## src/rtl/sobel_seq_pkg.sv

```systemverilog
// Shared types and constants for the Sobel window sequencer.
// Holds the FSM state encoding, pixel width and the window-slot indices
// that map x_1..x_6 onto the window register array.
package sobel_seq_pkg;

  localparam int PIX_W     = 8;
  localparam int NUM_SLOTS = 6;

  typedef enum logic [2:0] {
    ST_IDLE  = 3'd0,
    ST_FETCH = 3'd1,
    ST_ISSUE = 3'd2,
    ST_WAIT  = 3'd3,
    ST_WRITE = 3'd4,
    ST_DONE  = 3'd5
  } state_t;

  // Window slots: top row (r-1, c-1..c+1) then bottom row (r+1, c-1..c+1).
  localparam logic [2:0] SLOT_X1 = 3'd0;
  localparam logic [2:0] SLOT_X2 = 3'd1;
  localparam logic [2:0] SLOT_X3 = 3'd2;
  localparam logic [2:0] SLOT_X4 = 3'd3;
  localparam logic [2:0] SLOT_X5 = 3'd4;
  localparam logic [2:0] SLOT_X6 = 3'd5;

  // Reads issued per window: all six at the start of a row, only the new
  // right-hand column (x_3, x_6) while sliding along the row.
  localparam logic [2:0] FULL_READS  = 3'd6;
  localparam logic [2:0] SLIDE_READS = 3'd2;

  // Slot targeted by the k-th read of a window fetch.
  function automatic logic [2:0] fetch_slot(input logic full, input logic [2:0] k);
    if (full) begin
      return k;
    end
    return (k == 3'd0) ? SLOT_X3 : SLOT_X6;
  endfunction

endpackage

```

## src/rtl/sobel_seq_addr_gen.sv

```systemverilog
// Window position tracker for the Sobel sequencer.
// Keeps the interior window position (r, c), the pixel address of the window
// centre (r*COLS + c) and the edge-memory index (r-1)*(COLS-2)+(c-1), all
// updated incrementally so no multiplier is needed. Produces the pixel
// address of any window slot plus first/last-column and last-window flags.
module sobel_seq_addr_gen
  import sobel_seq_pkg::*;
#(
  parameter int ROWS   = 436,
  parameter int COLS   = 576,
  parameter int ADDR_W = 18
) (
  input  logic              clk,
  input  logic              rst_n,
  input  logic              clear_i,
  input  logic              advance_i,
  input  logic [2:0]        slot_i,
  output logic              first_col_o,
  output logic              last_col_o,
  output logic              last_win_o,
  output logic [ADDR_W-1:0] pix_addr_o,
  output logic [ADDR_W-1:0] edge_addr_o
);

  localparam logic [ADDR_W-1:0] ONE     = ADDR_W'(1);
  localparam logic [ADDR_W-1:0] THREE   = ADDR_W'(3);
  localparam logic [ADDR_W-1:0] LAST_C  = ADDR_W'(COLS - 2);
  localparam logic [ADDR_W-1:0] LAST_R  = ADDR_W'(ROWS - 2);
  localparam logic [ADDR_W-1:0] CTR0    = ADDR_W'(COLS + 1);
  localparam logic [ADDR_W-1:0] OFS_C   = ADDR_W'(COLS);
  localparam logic [ADDR_W-1:0] OFS_CP1 = ADDR_W'(COLS + 1);
  localparam logic [ADDR_W-1:0] OFS_CM1 = ADDR_W'(COLS - 1);

  logic [ADDR_W-1:0] r_q, r_d;
  logic [ADDR_W-1:0] c_q, c_d;
  logic [ADDR_W-1:0] ctr_q, ctr_d;
  logic [ADDR_W-1:0] eidx_q, eidx_d;

  assign first_col_o = (c_q == ONE);
  assign last_col_o  = (c_q == LAST_C);
  assign last_win_o  = (r_q == LAST_R) && (c_q == LAST_C);
  assign edge_addr_o = eidx_q;

  // Next position: restart at (1,1) on a new frame, otherwise step raster-order.
  always_comb begin
    r_d    = r_q;
    c_d    = c_q;
    ctr_d  = ctr_q;
    eidx_d = eidx_q;
    if (clear_i) begin
      r_d    = ONE;
      c_d    = ONE;
      ctr_d  = CTR0;
      eidx_d = '0;
    end else if (advance_i) begin
      eidx_d = eidx_q + ONE;
      if (last_col_o) begin
        // (r, COLS-2) -> (r+1, 1): centre address moves by exactly 3.
        r_d   = r_q + ONE;
        c_d   = ONE;
        ctr_d = ctr_q + THREE;
      end else begin
        c_d   = c_q + ONE;
        ctr_d = ctr_q + ONE;
      end
    end
  end

  // Position registers.
  always_ff @(posedge clk or negedge rst_n) begin
    if (!rst_n) begin
      r_q    <= ONE;
      c_q    <= ONE;
      ctr_q  <= CTR0;
      eidx_q <= '0;
    end else begin
      r_q    <= r_d;
      c_q    <= c_d;
      ctr_q  <= ctr_d;
      eidx_q <= eidx_d;
    end
  end

  // Slot address relative to the window centre.
  always_comb begin
    case (slot_i)
      SLOT_X2: pix_addr_o = ctr_q - OFS_C;
      SLOT_X3: pix_addr_o = ctr_q - OFS_CM1;
      SLOT_X4: pix_addr_o = ctr_q + OFS_CM1;
      SLOT_X5: pix_addr_o = ctr_q + OFS_C;
      SLOT_X6: pix_addr_o = ctr_q + OFS_CP1;
      default: pix_addr_o = ctr_q - OFS_CP1;
    endcase
  end

endmodule

```

## src/rtl/sobel_window_sequencer.sv

```systemverilog
// Frame-level controller for the 8-bit stochastic Sobel datapath.
// Walks every interior 3x3 window of a ROWS x COLS image, fetches the six
// non-centre-row neighbours (reusing two columns while sliding along a row),
// runs the datapath through a start/done handshake and writes each result to
// the edge memory while tracking the frame maximum.
//
// Handshake: dp_start is a one-cycle pulse; x_*_bin are stable from that
// cycle until the result is taken. dp_done is a one-cycle pulse honoured only
// while waiting, with z_bin valid in the same cycle. src_data is valid the
// cycle after src_rd. Everything else is registered.
//
// Build option SOBEL_SEQ_TIMEOUT_EN: adds a WAIT watchdog of TIMEOUT cycles
// that writes a zero edge and sets the sticky err_timeout flag. Without it
// WAIT is unbounded and err_timeout is tied low.
module sobel_window_sequencer
  import sobel_seq_pkg::*;
#(
  parameter int ROWS    = 436,
  parameter int COLS    = 576,
  parameter int ADDR_W  = 18,
  parameter int TIMEOUT = 1024
) (
  input  logic              clk,
  input  logic              reset,
  input  logic              frame_start,
  output logic              busy,
  output logic              frame_done,
  output logic              src_rd,
  output logic [ADDR_W-1:0] src_addr,
  input  logic [PIX_W-1:0]  src_data,
  output logic [PIX_W-1:0]  x_1_bin,
  output logic [PIX_W-1:0]  x_2_bin,
  output logic [PIX_W-1:0]  x_3_bin,
  output logic [PIX_W-1:0]  x_4_bin,
  output logic [PIX_W-1:0]  x_5_bin,
  output logic [PIX_W-1:0]  x_6_bin,
  output logic              dp_start,
  input  logic              dp_done,
  input  logic [PIX_W-1:0]  z_bin,
  output logic              edge_we,
  output logic [ADDR_W-1:0] edge_addr,
  output logic [PIX_W-1:0]  edge_data,
  output logic [PIX_W-1:0]  max_val,
  output logic              err_timeout,
  output state_t            dbg_state_o
);

  state_t           state_q;
  logic [2:0]       fcnt_q;
  logic [PIX_W-1:0] x_q [NUM_SLOTS];
  logic             busy_q;
  logic             frame_done_q;
  logic             dp_start_q;
  logic             edge_we_q;
  logic [PIX_W-1:0] edge_data_q;
  logic [PIX_W-1:0] max_val_q;

`ifdef SOBEL_SEQ_TIMEOUT_EN
  localparam int WCNT_W = $clog2(TIMEOUT + 1);
  localparam logic [WCNT_W-1:0] WCNT_LAST = WCNT_W'(TIMEOUT - 1);
  logic [WCNT_W-1:0] wcnt_q;
  logic              err_q;
`endif

  logic              first_col;
  logic              last_col;
  logic              last_win;
  logic [2:0]        n_reads;
  logic              rd_active;
  logic [2:0]        rd_slot;
  logic [2:0]        cap_slot;
  logic              gen_clear;
  logic              gen_advance;
  logic [ADDR_W-1:0] pix_addr;

  assign n_reads     = first_col ? FULL_READS : SLIDE_READS;
  assign rd_active   = (state_q == ST_FETCH) && (fcnt_q < n_reads);
  assign rd_slot     = fetch_slot(first_col, fcnt_q);
  // Data returned this cycle belongs to the read issued one cycle earlier.
  assign cap_slot    = fetch_slot(first_col, fcnt_q - 3'd1);
  assign gen_clear   = (state_q == ST_IDLE) && frame_start;
  assign gen_advance = (state_q == ST_WRITE);

  sobel_seq_addr_gen #(
    .ROWS   (ROWS),
    .COLS   (COLS),
    .ADDR_W (ADDR_W)
  ) u_addr_gen (
    .clk         (clk),
    .rst_n       (reset),
    .clear_i     (gen_clear),
    .advance_i   (gen_advance),
    .slot_i      (rd_slot),
    .first_col_o (first_col),
    .last_col_o  (last_col),
    .last_win_o  (last_win),
    .pix_addr_o  (pix_addr),
    .edge_addr_o (edge_addr)
  );

  // Address bus is held at zero when no read is in flight.
  assign src_rd      = rd_active;
  assign src_addr    = rd_active ? pix_addr : '0;
  assign busy        = busy_q;
  assign frame_done  = frame_done_q;
  assign dp_start    = dp_start_q;
  assign edge_we     = edge_we_q;
  assign edge_data   = edge_data_q;
  assign max_val     = max_val_q;
  assign x_1_bin     = x_q[SLOT_X1];
  assign x_2_bin     = x_q[SLOT_X2];
  assign x_3_bin     = x_q[SLOT_X3];
  assign x_4_bin     = x_q[SLOT_X4];
  assign x_5_bin     = x_q[SLOT_X5];
  assign x_6_bin     = x_q[SLOT_X6];
  assign dbg_state_o = state_q;
`ifdef SOBEL_SEQ_TIMEOUT_EN
  assign err_timeout = err_q;
`else
  assign err_timeout = 1'b0;
`endif

  // Sequencer FSM with window registers and registered handshake outputs.
  always_ff @(posedge clk or negedge reset) begin
    if (!reset) begin
      state_q      <= ST_IDLE;
      fcnt_q       <= '0;
      busy_q       <= 1'b0;
      frame_done_q <= 1'b0;
      dp_start_q   <= 1'b0;
      edge_we_q    <= 1'b0;
      edge_data_q  <= '0;
      max_val_q    <= '0;
      for (int s = 0; s < NUM_SLOTS; s++) begin
        x_q[s] <= '0;
      end
`ifdef SOBEL_SEQ_TIMEOUT_EN
      wcnt_q       <= '0;
      err_q        <= 1'b0;
`endif
    end else begin
      dp_start_q   <= 1'b0;
      edge_we_q    <= 1'b0;
      frame_done_q <= 1'b0;
      case (state_q)
        ST_IDLE: begin
          if (frame_start) begin
            busy_q    <= 1'b1;
            max_val_q <= '0;
            fcnt_q    <= '0;
`ifdef SOBEL_SEQ_TIMEOUT_EN
            err_q     <= 1'b0;
`endif
            state_q   <= ST_FETCH;
          end
        end
        ST_FETCH: begin
          // Sliding along a row: the two left columns come from the old window.
          if (!first_col && (fcnt_q == 3'd0)) begin
            x_q[SLOT_X1] <= x_q[SLOT_X2];
            x_q[SLOT_X2] <= x_q[SLOT_X3];
            x_q[SLOT_X4] <= x_q[SLOT_X5];
            x_q[SLOT_X5] <= x_q[SLOT_X6];
          end
          if (fcnt_q != 3'd0) begin
            for (int s = 0; s < NUM_SLOTS; s++) begin
              if (cap_slot == 3'(s)) begin
                x_q[s] <= src_data;
              end
            end
          end
          if (fcnt_q == n_reads) begin
            fcnt_q     <= '0;
            dp_start_q <= 1'b1;
            state_q    <= ST_ISSUE;
          end else begin
            fcnt_q <= fcnt_q + 3'd1;
          end
        end
        ST_ISSUE: begin
`ifdef SOBEL_SEQ_TIMEOUT_EN
          wcnt_q  <= '0;
`endif
          state_q <= ST_WAIT;
        end
        ST_WAIT: begin
          // A result in the same cycle as the watchdog expiry takes priority.
          if (dp_done) begin
            edge_data_q <= z_bin;
            edge_we_q   <= 1'b1;
            state_q     <= ST_WRITE;
          end
`ifdef SOBEL_SEQ_TIMEOUT_EN
          else if (wcnt_q == WCNT_LAST) begin
            edge_data_q <= '0;
            edge_we_q   <= 1'b1;
            err_q       <= 1'b1;
            state_q     <= ST_WRITE;
          end else begin
            wcnt_q <= wcnt_q + 1'b1;
          end
`endif
        end
        ST_WRITE: begin
          if (edge_data_q > max_val_q) begin
            max_val_q <= edge_data_q;
          end
          if (last_win) begin
            busy_q       <= 1'b0;
            frame_done_q <= 1'b1;
            state_q      <= ST_DONE;
          end else begin
            fcnt_q  <= '0;
            state_q <= ST_FETCH;
          end
        end
        ST_DONE: begin
          state_q <= ST_IDLE;
        end
        default: begin
          state_q <= ST_IDLE;
        end
      endcase
    end
  end

  // last_col is consumed inside the position tracker; kept visible here for probing.
  logic unused_last_col;
  assign unused_last_col = last_col;

endmodule

```

## config.mk

```make
export PLATFORM = sky130hd
export DESIGN_NAME = sobel_window_sequencer
export DESIGN_NICKNAME = d
export VERILOG_FILES = /design/src/rtl/sobel_seq_pkg.sv /design/src/rtl/sobel_seq_addr_gen.sv /design/src/rtl/sobel_window_sequencer.sv
export SDC_FILE = /design/constraint.sdc
export NUM_CORES = 1
export LEC_CHECK = 0
export ABC_AREA = 1
export CAP_MARGIN = 5
export CORE_ASPECT_RATIO = 1.2
export CORE_MARGIN = 2
export CORE_UTILIZATION = 45
export CTS_BUF_LIST = sky130_fd_sc_hd__clkbuf_8
export DETAILED_ROUTE_END_ITERATION = 10
export PLACE_DENSITY_LB_ADDON = 0.05
export SYNTH_ARGS = -nofsm -noshare
export SYNTH_HDL_FRONTEND = slang
export SYNTH_SLANG_ARGS = --single-unit
```

## constraint.sdc

```tcl
create_clock -name clk -period 11.7 [get_ports clk]
set_clock_uncertainty 0.1 [all_clocks]
set_input_delay 2.34 -clock clk [delete_from_list [all_inputs] [get_ports clk]]
set_output_delay 2.34 -clock clk [all_outputs]
set_load 0.005 [all_outputs]
```

==> out/results.ini, run 1 <==
[yosys]
yosysWarnings=0
synthFlopType=dfrtp_1
avgSynthCellArea_sq_um=7.386
ys_types=54
synth_edf_count=0
yosys.area_share.simple=0.2463
synth_mux_area_frac=0.005388
synth_nets=1359
synthAdderAreaFrac=0.06808
synth_compound_area_frac=0.1837
synth_top_family_by_area=simple AND/OR/NAND/NOR gates
synth_xor_area_frac=0.02668
synth_seq_cells=146
seq_area_frac_synth=0.3844
syn_area_sq_mm=0.009520
synthCells=1289
async_reset_ff_frac=1.000

[clock_network]
cts-root-buf=clkbuf_8
hold_buffers=0
cts_resized=0
clockBufferDepth=2
cts_setup_buffers=0
clk_latency_ns=0.45
cts_buffers=17
tritoncts=done
cts_sinks=146
clk_pin_slew_worst_paths_ns=0.09
cts.htree.levels=4

[routing]
drc=0
routed_wl_um=25190
drtAntennaViolNets=0
drt_iter0_markers=571
via_per_inst=5.358
drt-wirelength-per-cell_um=14.94
vias=9034
dr.pass1.iters=5

[setup_path]
endpoint=src_addr[15]
path_depth=17
r2r_start=dbg_state_o[1]$_DFFE_PN0P_
reg2reg_slack_ns=8.18
cpPeakStageDelay_ns=0.72
timing.rr.end=u_addr_gen.r_q[6]$_DFFE_PN0P_
cp-startpoint=fcnt_q[0]$_DFFE_PN0P_
cp_max_fo=67
cp_common_cell=nand2_1
path_class=flop to primary output
reg2reg_depth=10
cp.arrival_ns=5.43
cp.required_ns=9.26
slowest_stage=nand2_2
crit_buf_inv=3
crit_chain=inv_1 -> ha_1 -> inv_1 -> nor2_1 -> nand2_2 -> nand2_1 -> nand3_1 -> ha_1 -> nand2_1 -> o21ai_0 -> a21oi_1 -> o21ai_0 -> nand2_1 -> nand2_1 -> o21ai_0 -> a21oi_1 -> clkdlybuf4s50_1
startpoint_type=flop
worstSetupEndpointType=primary output
cp_top_family=simple AND/OR/NAND/NOR gates

[global_route]
grt_use_met1=0.3143
grt_pass1_wl_um=41230
met3_usage=0.03290
antenna_found_initial=0
grt.total_usage=0.2299
grt_overflow=0
met2_usage=0.3732
grt_pass1_vias=8287
grt_max_degree=80
grt.busiest_layer=met2

[sta]
hold_viol=0
maxSlewViolCount=0
worst_pin_slew_ns=1.097
setup_viol=0
period_share=0.6726
post-route-min-period_ns=7.869
relSlewSlack=0.2663
hold_slack_ns=0.3981
fin_ws_ns=3.831
fmax_mhz=127.1
rsz0062_at_grt=false
setup_tns_ns=0

[min_path]
hold_class=flop to flop
min_path_cells=1

[floorplanning]
dieWidth_um=136.8
initial_utilization=0.4555
num_io_pins=129
die_h_um=163.3
die_area_sq_mm=0.02234
row_count=58
core_sq_mm=0.02090

[run]
cap_violations=0

[layout]
area_delta_synth_final_pct=19.82
drive_gt1_frac=0.05014
finalNetCount=1473
layout.cells.non_filler=1686
diodes=0

[place]
gp_congestion=0.9269
place_hpwl_um=18150
placed_cells=1654
dp_slack_ns=4.260
io_buffers=127

[status]
status=completed

[power_and_ir_drop]
leakage_nw=5.343
ir_drop_mv=0.1384
p_per_area_mw_per_mm2=300.8

## cell usage after synthesis (2+ instances only)
cell       instances  area share
nand2_1          274        0.11
o21ai_0          175       0.092
inv_1            168       0.066
dfrtp_1          141        0.37
a21oi_1           89       0.047
nor2_1            85       0.034
nand3_1           80       0.042
ha_1              47       0.062
nor3_1            32       0.017
nand4_1           21       0.014
clkbuf_1          18      0.0071
o211ai_1          17       0.013
xor2_1            15       0.014
buf_2             14      0.0074
xnor2_1           14       0.013
o22ai_1           10      0.0066
nand2_2            7      0.0046
nor4_1             6      0.0039
dfstp_2            5       0.014
a211oi_1           4      0.0032
a22oi_1            4      0.0032
mux2i_1            4      0.0042
nand3b_1           4      0.0032
nor2_2             4      0.0026
or2_2              4      0.0026
a31oi_1            3      0.0020
fa_1               3      0.0063
nor2_4             3      0.0035
o21a_1             3      0.0024
o21bai_1           3      0.0024
a21boi_0           2      0.0016
a21o_1             2      0.0016
a2bb2oi_1          2      0.0018
buf_1              2     0.00079
buf_4              2      0.0016
clkinv_1           2     0.00079
nor3_2             2      0.0021
o21ai_2            2      0.0018
## state kept, by name (all words and copies together), names as in the netlist, 18 cells and up
name                    cells
u_addr_gen.r_q             18
u_addr_gen.ctr_q           18
u_addr_gen.edge_addr_o     18
u_addr_gen.c_q             18
## final cells by class
class                      instances  area, sq um
inverter                         170        638.1
clock buffer                      17        234.0
sequential                       146         3660
clock inverter                    15        167.7
fill                            2021         9493
multi-input combinational        936         5060
timing repair buffer             132         1310
tap                              270        337.8
## stage by stage
stage | cell area (sq um) | util | power [mW]
global route | 11410 | 0.5458 | 3.783
detailed placement | 11010 | 0.5266 | 3.024
floorplan | 9520 | - | 2.269
CTS | 11410 | 0.5458 | 3.455
finish | 11410 | 0.5458 | 3.431
global placement | 11010 | 0.5266 | 3.001
## how the worst min path moves through the flow
stage,from,slack (ns),end
floorplan,u_addr_gen.r_q[17]$_DFFE_PN0P_,0.36,u_addr_gen.r_q[17]$_DFFE_PN0P_
CTS,u_addr_gen.edge_addr_o[17]$_DFFE_PN0P_,0.40,u_addr_gen.edge_addr_o[17]$_DFFE_PN0P_
global route,x_6_bin[6]$_DFFE_PN0P_,0.44,x_6_bin[6]$_DFFE_PN0P_
finish,u_addr_gen.edge_addr_o[17]$_DFFE_PN0P_,0.40,u_addr_gen.edge_addr_o[17]$_DFFE_PN0P_
detailed placement,u_addr_gen.edge_addr_o[17]$_DFFE_PN0P_,0.38,u_addr_gen.edge_addr_o[17]$_DFFE_PN0P_
global placement,u_addr_gen.r_q[17]$_DFFE_PN0P_,0.38,u_addr_gen.r_q[17]$_DFFE_PN0P_
## logic make-up after synthesis
| family | after synthesis |
|---|---|
| other | 1 |
| adders and majority gates | 50 |
| and+or+nand+nor | 529 |
| DFF | 146 |
| muxes | 5 |
| xor gates and xnor gates | 29 |
| buffers and inverters | 207 |
| AOI/OAI and AO/OA | 322 |
## metal layers
layer	routed length [um]	vias to the layer above	part of all wire
li1	-	4538	-
met1	11900	4243	0.47
met2	11720	218	0.47
met3	1072	35	0.043
met4	500	0	0.020
met5	0	-	0
## where the power goes
| group | total, mW | internal, mW | switching (mW) |
|---|---|---|---|
| sequential | 0.763 | 0.641 | 0.122 |
| clock | 0.414 | 0.196 | 0.218 |
| combinational | 2.25 | 0.942 | 1.31 |
## placed cells by master, fill, tap and decap left out, types with 14 or more instances in the layout
master,instances
ha_1,47
nand2_1,273
nand3_1,80
dfrtp_1,141
xor2_1,15
o211ai_1,17
o21ai_0,175
a21oi_1,89
nand4_1,21
clkdlybuf4s50_1,126
clkbuf_8,17
nor2_1,85
xnor2_1,14
nor3_1,32
inv_1,169
(Power assumes the default switching activity.)
==> run 2, diff against run 1 <==
Clock period 11.7 ns to 7.81 ns, I/O delays scaled along.
==> run 2 against run 1 <==
Compared with the run above:
- non-clock buffer count stayed put
- sequential power up 49%
- via count is essentially flat
- largest power group unchanged
==> out/results.ini, run 2 (synthesis results as in run 1) <==
[routing]
drc=0  ; unchanged
drt_iter0_markers=523  ; -8.4%
routed_wl_um=25570  ; +1.5%
dr.pass1.iters=4  ; -1
drt-wirelength-per-cell_um=15.18  ; +1.6%
drtAntennaViolNets=0  ; unchanged
vias=9032  ; -0.022%
via_per_inst=5.360  ; about the same

[place]
place_hpwl_um=18350  ; +1.1%
gp_congestion=0.8929  ; -3.7%
io_buffers=127  ; unchanged

[setup_path]
startpoint_type=flop
cp-startpoint=fcnt_q[0]$_DFFE_PN0P_
worstSetupEndpointType=primary output
cp.arrival_ns=4.93  ; -0.50 ns
cp.required_ns=6.15  ; -3.11 ns
path_class=flop to primary output
timing.rr.end=u_addr_gen.r_q[6]$_DFFE_PN0P_
r2r_start=dbg_state_o[1]$_DFFE_PN0P_
cp_max_fo=7  ; -90%
endpoint=src_addr[16]
reg2reg_depth=10  ; unchanged
reg2reg_slack_ns=3.66  ; -4.52 ns

[run]
cap_violations=0  ; unchanged

[global_route]
grt_max_degree=99  ; +24%
grt_pass1_wl_um=41950  ; +1.7%
grt.total_usage=0.2343  ; +0.004382
grt_overflow=0  ; unchanged
antenna_found_initial=0  ; unchanged
grt_pass1_vias=8428  ; +1.7%

[floorplanning]
die_h_um=163.3  ; unchanged
core_sq_mm=0.02090  ; unchanged
initial_utilization=0.4555  ; unchanged
dieWidth_um=136.8  ; unchanged
row_count=58  ; unchanged
num_io_pins=129  ; unchanged
die_area_sq_mm=0.02234  ; unchanged

[sta]
setup_tns_ns=0  ; unchanged
rsz0062_at_grt=false
post-route-min-period_ns=6.591
maxSlewViolCount=0  ; unchanged
setup_viol=0  ; unchanged
hold_viol=0  ; unchanged
fmax_mhz=151.7
period_share=0.8439
worst_pin_slew_ns=1.038  ; -0.05892 ns
relSlewSlack=0.3044  ; +0.03810

[layout]
fin_util=0.5456  ; about the same
area_delta_synth_final_pct=19.78  ; about the same
diodes=0  ; unchanged
final_common_cell=nand2_1
finalNetCount=1473  ; unchanged
drive_gt1_frac=0.05018  ; about the same
final_cell_mix=273 x nand2_1, 175 x o21ai_0, 168 x inv_1
fillers=2076  ; +2.7%

[min_path]
hold_class=flop to flop

[clock_network]
cts-root-buf=clkbuf_8
cts_resized=0  ; unchanged
cts_buffers=17  ; unchanged
clk_latency_ns=0.46  ; about the same
clockBufferDepth=2  ; unchanged
clk_pin_slew_worst_paths_ns=0.10  ; about the same
cts_sinks=146  ; unchanged
cts.htree.levels=4  ; unchanged
cts_setup_buffers=0  ; unchanged
tritoncts=done
hold_buffers=0  ; unchanged

[power_and_ir_drop]
leakage_nw=5.336  ; -0.14%
power_mw=5.157  ; +50%
p_per_area_mw_per_mm2=452.2  ; +50%
ir_drop_mv=0.2193  ; +58%

[status]
status=completed

==> run 2: metal layers <==
layer,share of wire,global-route usage
met5,0,0
met2,0.48,0.3905
met3,0.050,0.04066
met4,0.017,0.06467
met1,0.46,0.3135
==> run 2: final cells by class <==
cell class	instances	area, sq um	share of cell area
Inverter	170	638.1	0.05596
Timing Repair Buffer	132	1310	0.1149
Clock inverter	13	150.1	0.01317
Multi-Input combinational cell	936	5060	0.4437
Sequential cell	146	3660	0.3209
Clock buffer	18	247.7	0.02172
Tap cell	270	337.8	0.02962
==> run 2: worst min-delay path by stage <==
| stage | slack, ns | endpoint | depth (start not counted) | from |
|---|---|---|---|---|
| final | 0.40 | u_addr_gen.r_q[17]$_DFFE_PN0P_ | 1 | u_addr_gen.r_q[17]$_DFFE_PN0P_ |
| after global routing | 0.43 | u_addr_gen.r_q[17]$_DFFE_PN0P_ | 1 | u_addr_gen.r_q[17]$_DFFE_PN0P_ |
| after CTS | 0.41 | u_addr_gen.r_q[17]$_DFFE_PN0P_ | 1 | u_addr_gen.r_q[17]$_DFFE_PN0P_ |
| after detailed placement | 0.39 | u_addr_gen.r_q[17]$_DFFE_PN0P_ | 1 | u_addr_gen.r_q[17]$_DFFE_PN0P_ |
| after global placement | 0.39 | u_addr_gen.r_q[17]$_DFFE_PN0P_ | 1 | u_addr_gen.r_q[17]$_DFFE_PN0P_ |
| after floorplan | 0.36 | u_addr_gen.r_q[17]$_DFFE_PN0P_ | 1 | u_addr_gen.r_q[17]$_DFFE_PN0P_ |
==> run 2: critical path: stages (launching register included) <==
cell and delay (ns):
dfrtp_1 0.46, inv_1 0.21, ha_1 0.18, inv_1 0.04, nor2_1 0.38, inv_1 0.18, nand2_1 0.13, nand2_1 0.16
nand3_1 0.15, inv_1 0.05, nor2_1 0.46, ha_1 0.38, o21ai_0 0.40, nand3b_1 0.17, nand3_1 0.14, nand2_1 0.12
nand3_1 0.07, nand2_1 0.06, o21ai_0 0.06, nor2_1 0.16, clkdlybuf4s50_1 0.52
==> run 2: stage by stage <==
step,hold slack (ns),setup WS (ns),std cells,area [sq um]
2_1_floorplan,0.3590,2.882,1289,9520
3_3_place_gp,0.3853,1.791,1654,11010
3_5_place_dp,0.3918,1.677,1654,11010
4_1_cts,0.4051,1.172,1685,11400
5_1_grt,0.4254,0.7487,1685,11400
6_report,0.3996,1.219,1685,11400
==> run 2: report_power, final <==
| group | switching (mW) | total [mW] | internal [mW] | leakage (nW) |
|---|---|---|---|---|
| logic | 1.99 | 3.39 | 1.41 | 3.26 |
| registers | 0.182 | 1.14 | 0.960 | 1.88 |
| clock network | 0.323 | 0.620 | 0.297 | 0.197 |
==> run 3, diff against run 2 <==
Clock period 7.81 ns to 6.6 ns, I/O delays scaled along.
==> run 3 against run 2 <==
Compared with the run above:
- sequential cell count did not move
- global-route usage fell by 0.11 points
- largest power group unchanged
- wire length fell by 1.0%
- worst setup slack got worse by 0.68 ns
- non-clock buffer count rose by 3
- worst hold slack got worse by 0.0033 ns
- utilization rose by 0.20 points
- critical endpoint is now src_addr[14]
- first-iteration DRC count rose by 3.1%
- combinational power rose by 18%
- via count fell by 0.11%
- cell area rose by 0.36%
- die area did not move
==> out/results.ini, run 3 (synthesis results as in run 1) <==
[status]
status=completed

[global_route]
grt_overflow=0  ; unchanged
grt_pass1_vias=8601  ; +2.1%
antenna_found_initial=0  ; unchanged
grt.total_usage=0.2332  ; -0.001120
grt_pass1_wl_um=41910  ; about the same
grt_max_degree=99  ; unchanged

[layout]
fin_area_sq_mm=0.01144  ; +0.36%
final_common_cell=nand2_1
finalNetCount=1476  ; +0.20%
diodes=0  ; unchanged
area_delta_synth_final_pct=20.21
layout.cells.non_filler=1689  ; +0.24%
final_cell_mix=273 x nand2_1, 175 x o21ai_0, 168 x inv_1
drive_gt1_frac=0.05356  ; +0.003382

[floorplanning]
die_area_sq_mm=0.02234  ; unchanged
num_io_pins=129  ; unchanged
core_sq_mm=0.02090  ; unchanged
dieWidth_um=136.8  ; unchanged
row_count=58  ; unchanged
initial_utilization=0.4555  ; unchanged
die_h_um=163.3  ; unchanged

[clock_network]
cts_buffers=17  ; unchanged
clk_latency_ns=0.45  ; about the same
cts.htree.levels=4  ; unchanged
hold_buffers=0  ; unchanged
cts-root-buf=clkbuf_8
cts_resized=0  ; unchanged
cts_setup_buffers=0  ; unchanged
clockBufferDepth=2  ; unchanged
clk_pin_slew_worst_paths_ns=0.09  ; about the same
tritoncts=done
cts_sinks=146  ; unchanged

[setup_path]
cpPeakStageDelay_ns=0.52  ; about the same
cp.arrival_ns=4.64  ; -0.29 ns
cp.required_ns=5.18  ; -0.97 ns
path_class=flop to primary output
worstSetupEndpointType=primary output
slowest_stage=clkdlybuf4s50_1
crit_buf_inv=5  ; unchanged
crit_chain=inv_1 -> ha_1 -> inv_1 -> nor2_1 -> inv_1 -> nand2_1 -> nand2_1 -> nand3_1 -> inv_1 -> ha_1 -> a21oi_1 -> o21ai_0 -> a21oi_1 -> o21ai_0 -> xnor2_1 -> nand2_1 -> nand2_1 -> a21oi_1 -> clkdlybuf4s50_1
cp_top_family=simple AND/OR/NAND/NOR gates
cp_max_fo=11  ; +4
startpoint_type=flop

[routing]
drc=0  ; unchanged
via_per_inst=5.342  ; -0.35%
highest_layer=met4
drt-met1-wl_um=11610  ; -0.67%
wl_met2_um=12010  ; -1.5%
met3_length_um=1265  ; -0.63%
routed_wl_um=25320  ; -1.0%
drtAntennaViolNets=0  ; unchanged
drt-wirelength-per-cell_um=14.99  ; -1.2%
dr.pass1.iters=7  ; +3
drt_iter0_markers=539  ; +3.1%
vias=9022  ; -0.11%

[min_path]
hold_class=flop to flop

[place]
gp_congestion=0.8851  ; -0.87%
io_buffers=127  ; unchanged
place_area_sq_mm=0.01103  ; +0.20%
placed_cells=1657  ; +0.18%
place_hpwl_um=18220  ; -0.70%
dp_slack_ns=0.8573  ; -0.8201 ns

[sta]
fin_ws_ns=0.5403  ; -0.6788 ns
setup_viol=0  ; unchanged
worst_pin_slew_ns=0.9541  ; -0.08369 ns
post-route-min-period_ns=6.060
period_share=0.9181
setup_tns_ns=0  ; unchanged
hold_slack_ns=0.3963  ; -0.003337 ns
rsz0062_at_grt=false
hold_viol=0  ; unchanged
maxSlewViolCount=0  ; unchanged
relSlewSlack=0.3639  ; +0.05956
fmax_mhz=165.0

[power_and_ir_drop]
p_per_area_mw_per_mm2=534.7  ; +18%
ir_drop_mv=0.2409  ; +9.8%
leakage_nw=5.368  ; +0.61%

[run]
cap_violations=0  ; unchanged

run 3: cell types whose count changed in the layout (fill, tap and decap cells not counted), sizes merged:
cell      before  now
inv          174  179
clkinvlp       2    0
buf            6    9
clkinv         5    4
clkbuf        18   17
run 3: report_power, final:
group          leakage (nW)  switching [mW]  internal [mW]
sequential             1.88           0.219           1.14
combinational          3.27            2.33           1.68
clock                 0.214           0.401          0.355
run 3: final cells by class:
type,count,area (sq um)
Timing Repair Buffer,135,1333
Sequential cell,146,3660
Clock inverter,15,180.2
Inverter,170,638.1
Tap cell,270,337.8
Multi-Input combinational cell,936,5062
Fill cell,2060,9455
Clock buffer,17,234.0
run 3: final timing paths:
kind / from / to / slack, ns / depth (start not counted)
max in group asynchronous: reset / u_addr_gen.edge_addr_o[1]$_DFFE_PN0P_ / 4.27 / 2
hold reg to reg: u_addr_gen.edge_addr_o[17]$_DFFE_PN0P_ / u_addr_gen.edge_addr_o[17]$_DFFE_PN0P_ / 0.40 / 1
setup reg to reg: dbg_state_o[1]$_DFFE_PN0P_ / u_addr_gen.r_q[6]$_DFFE_PN0P_ / 3.16 / 10
hold / removal: u_addr_gen.edge_addr_o[17]$_DFFE_PN0P_ / u_addr_gen.edge_addr_o[17]$_DFFE_PN0P_ / 0.40 / 1
setup / recovery: fcnt_q[0]$_DFFE_PN0P_ / src_addr[14] / 0.54 / 19
min in group asynchronous: reset / x_4_bin[3]$_DFFE_PN0P_ / 0.80 / 1
run 3: stage by stage:
step	util	power (mW)
floorplan	-	4.022
global placement	0.5277	5.336
detailed placement	0.5277	5.383
CTS	0.5475	6.161
global route	0.5476	6.736
finish	0.5476	6.120
run 3: worst reg2reg max path, cell delays in order, from the launching register on:
cell and delay [ns]:
dfrtp_1 0.47, nor2_1 0.14, nand2_1 0.44, clkinv_1 0.21, nor2_2 0.68, inv_1 0.14
nand2_1 0.36, inv_1 0.39, nand4_1 0.21, o21ai_0 0.09, a21oi_1 0.14
run 3: routing by layer:
layer  global-route usage  vias up
met4              0.06748        0
met1               0.3121     4198
met3              0.04097       35
met5                    0        -
met2               0.3866      236
li1                     -     4553
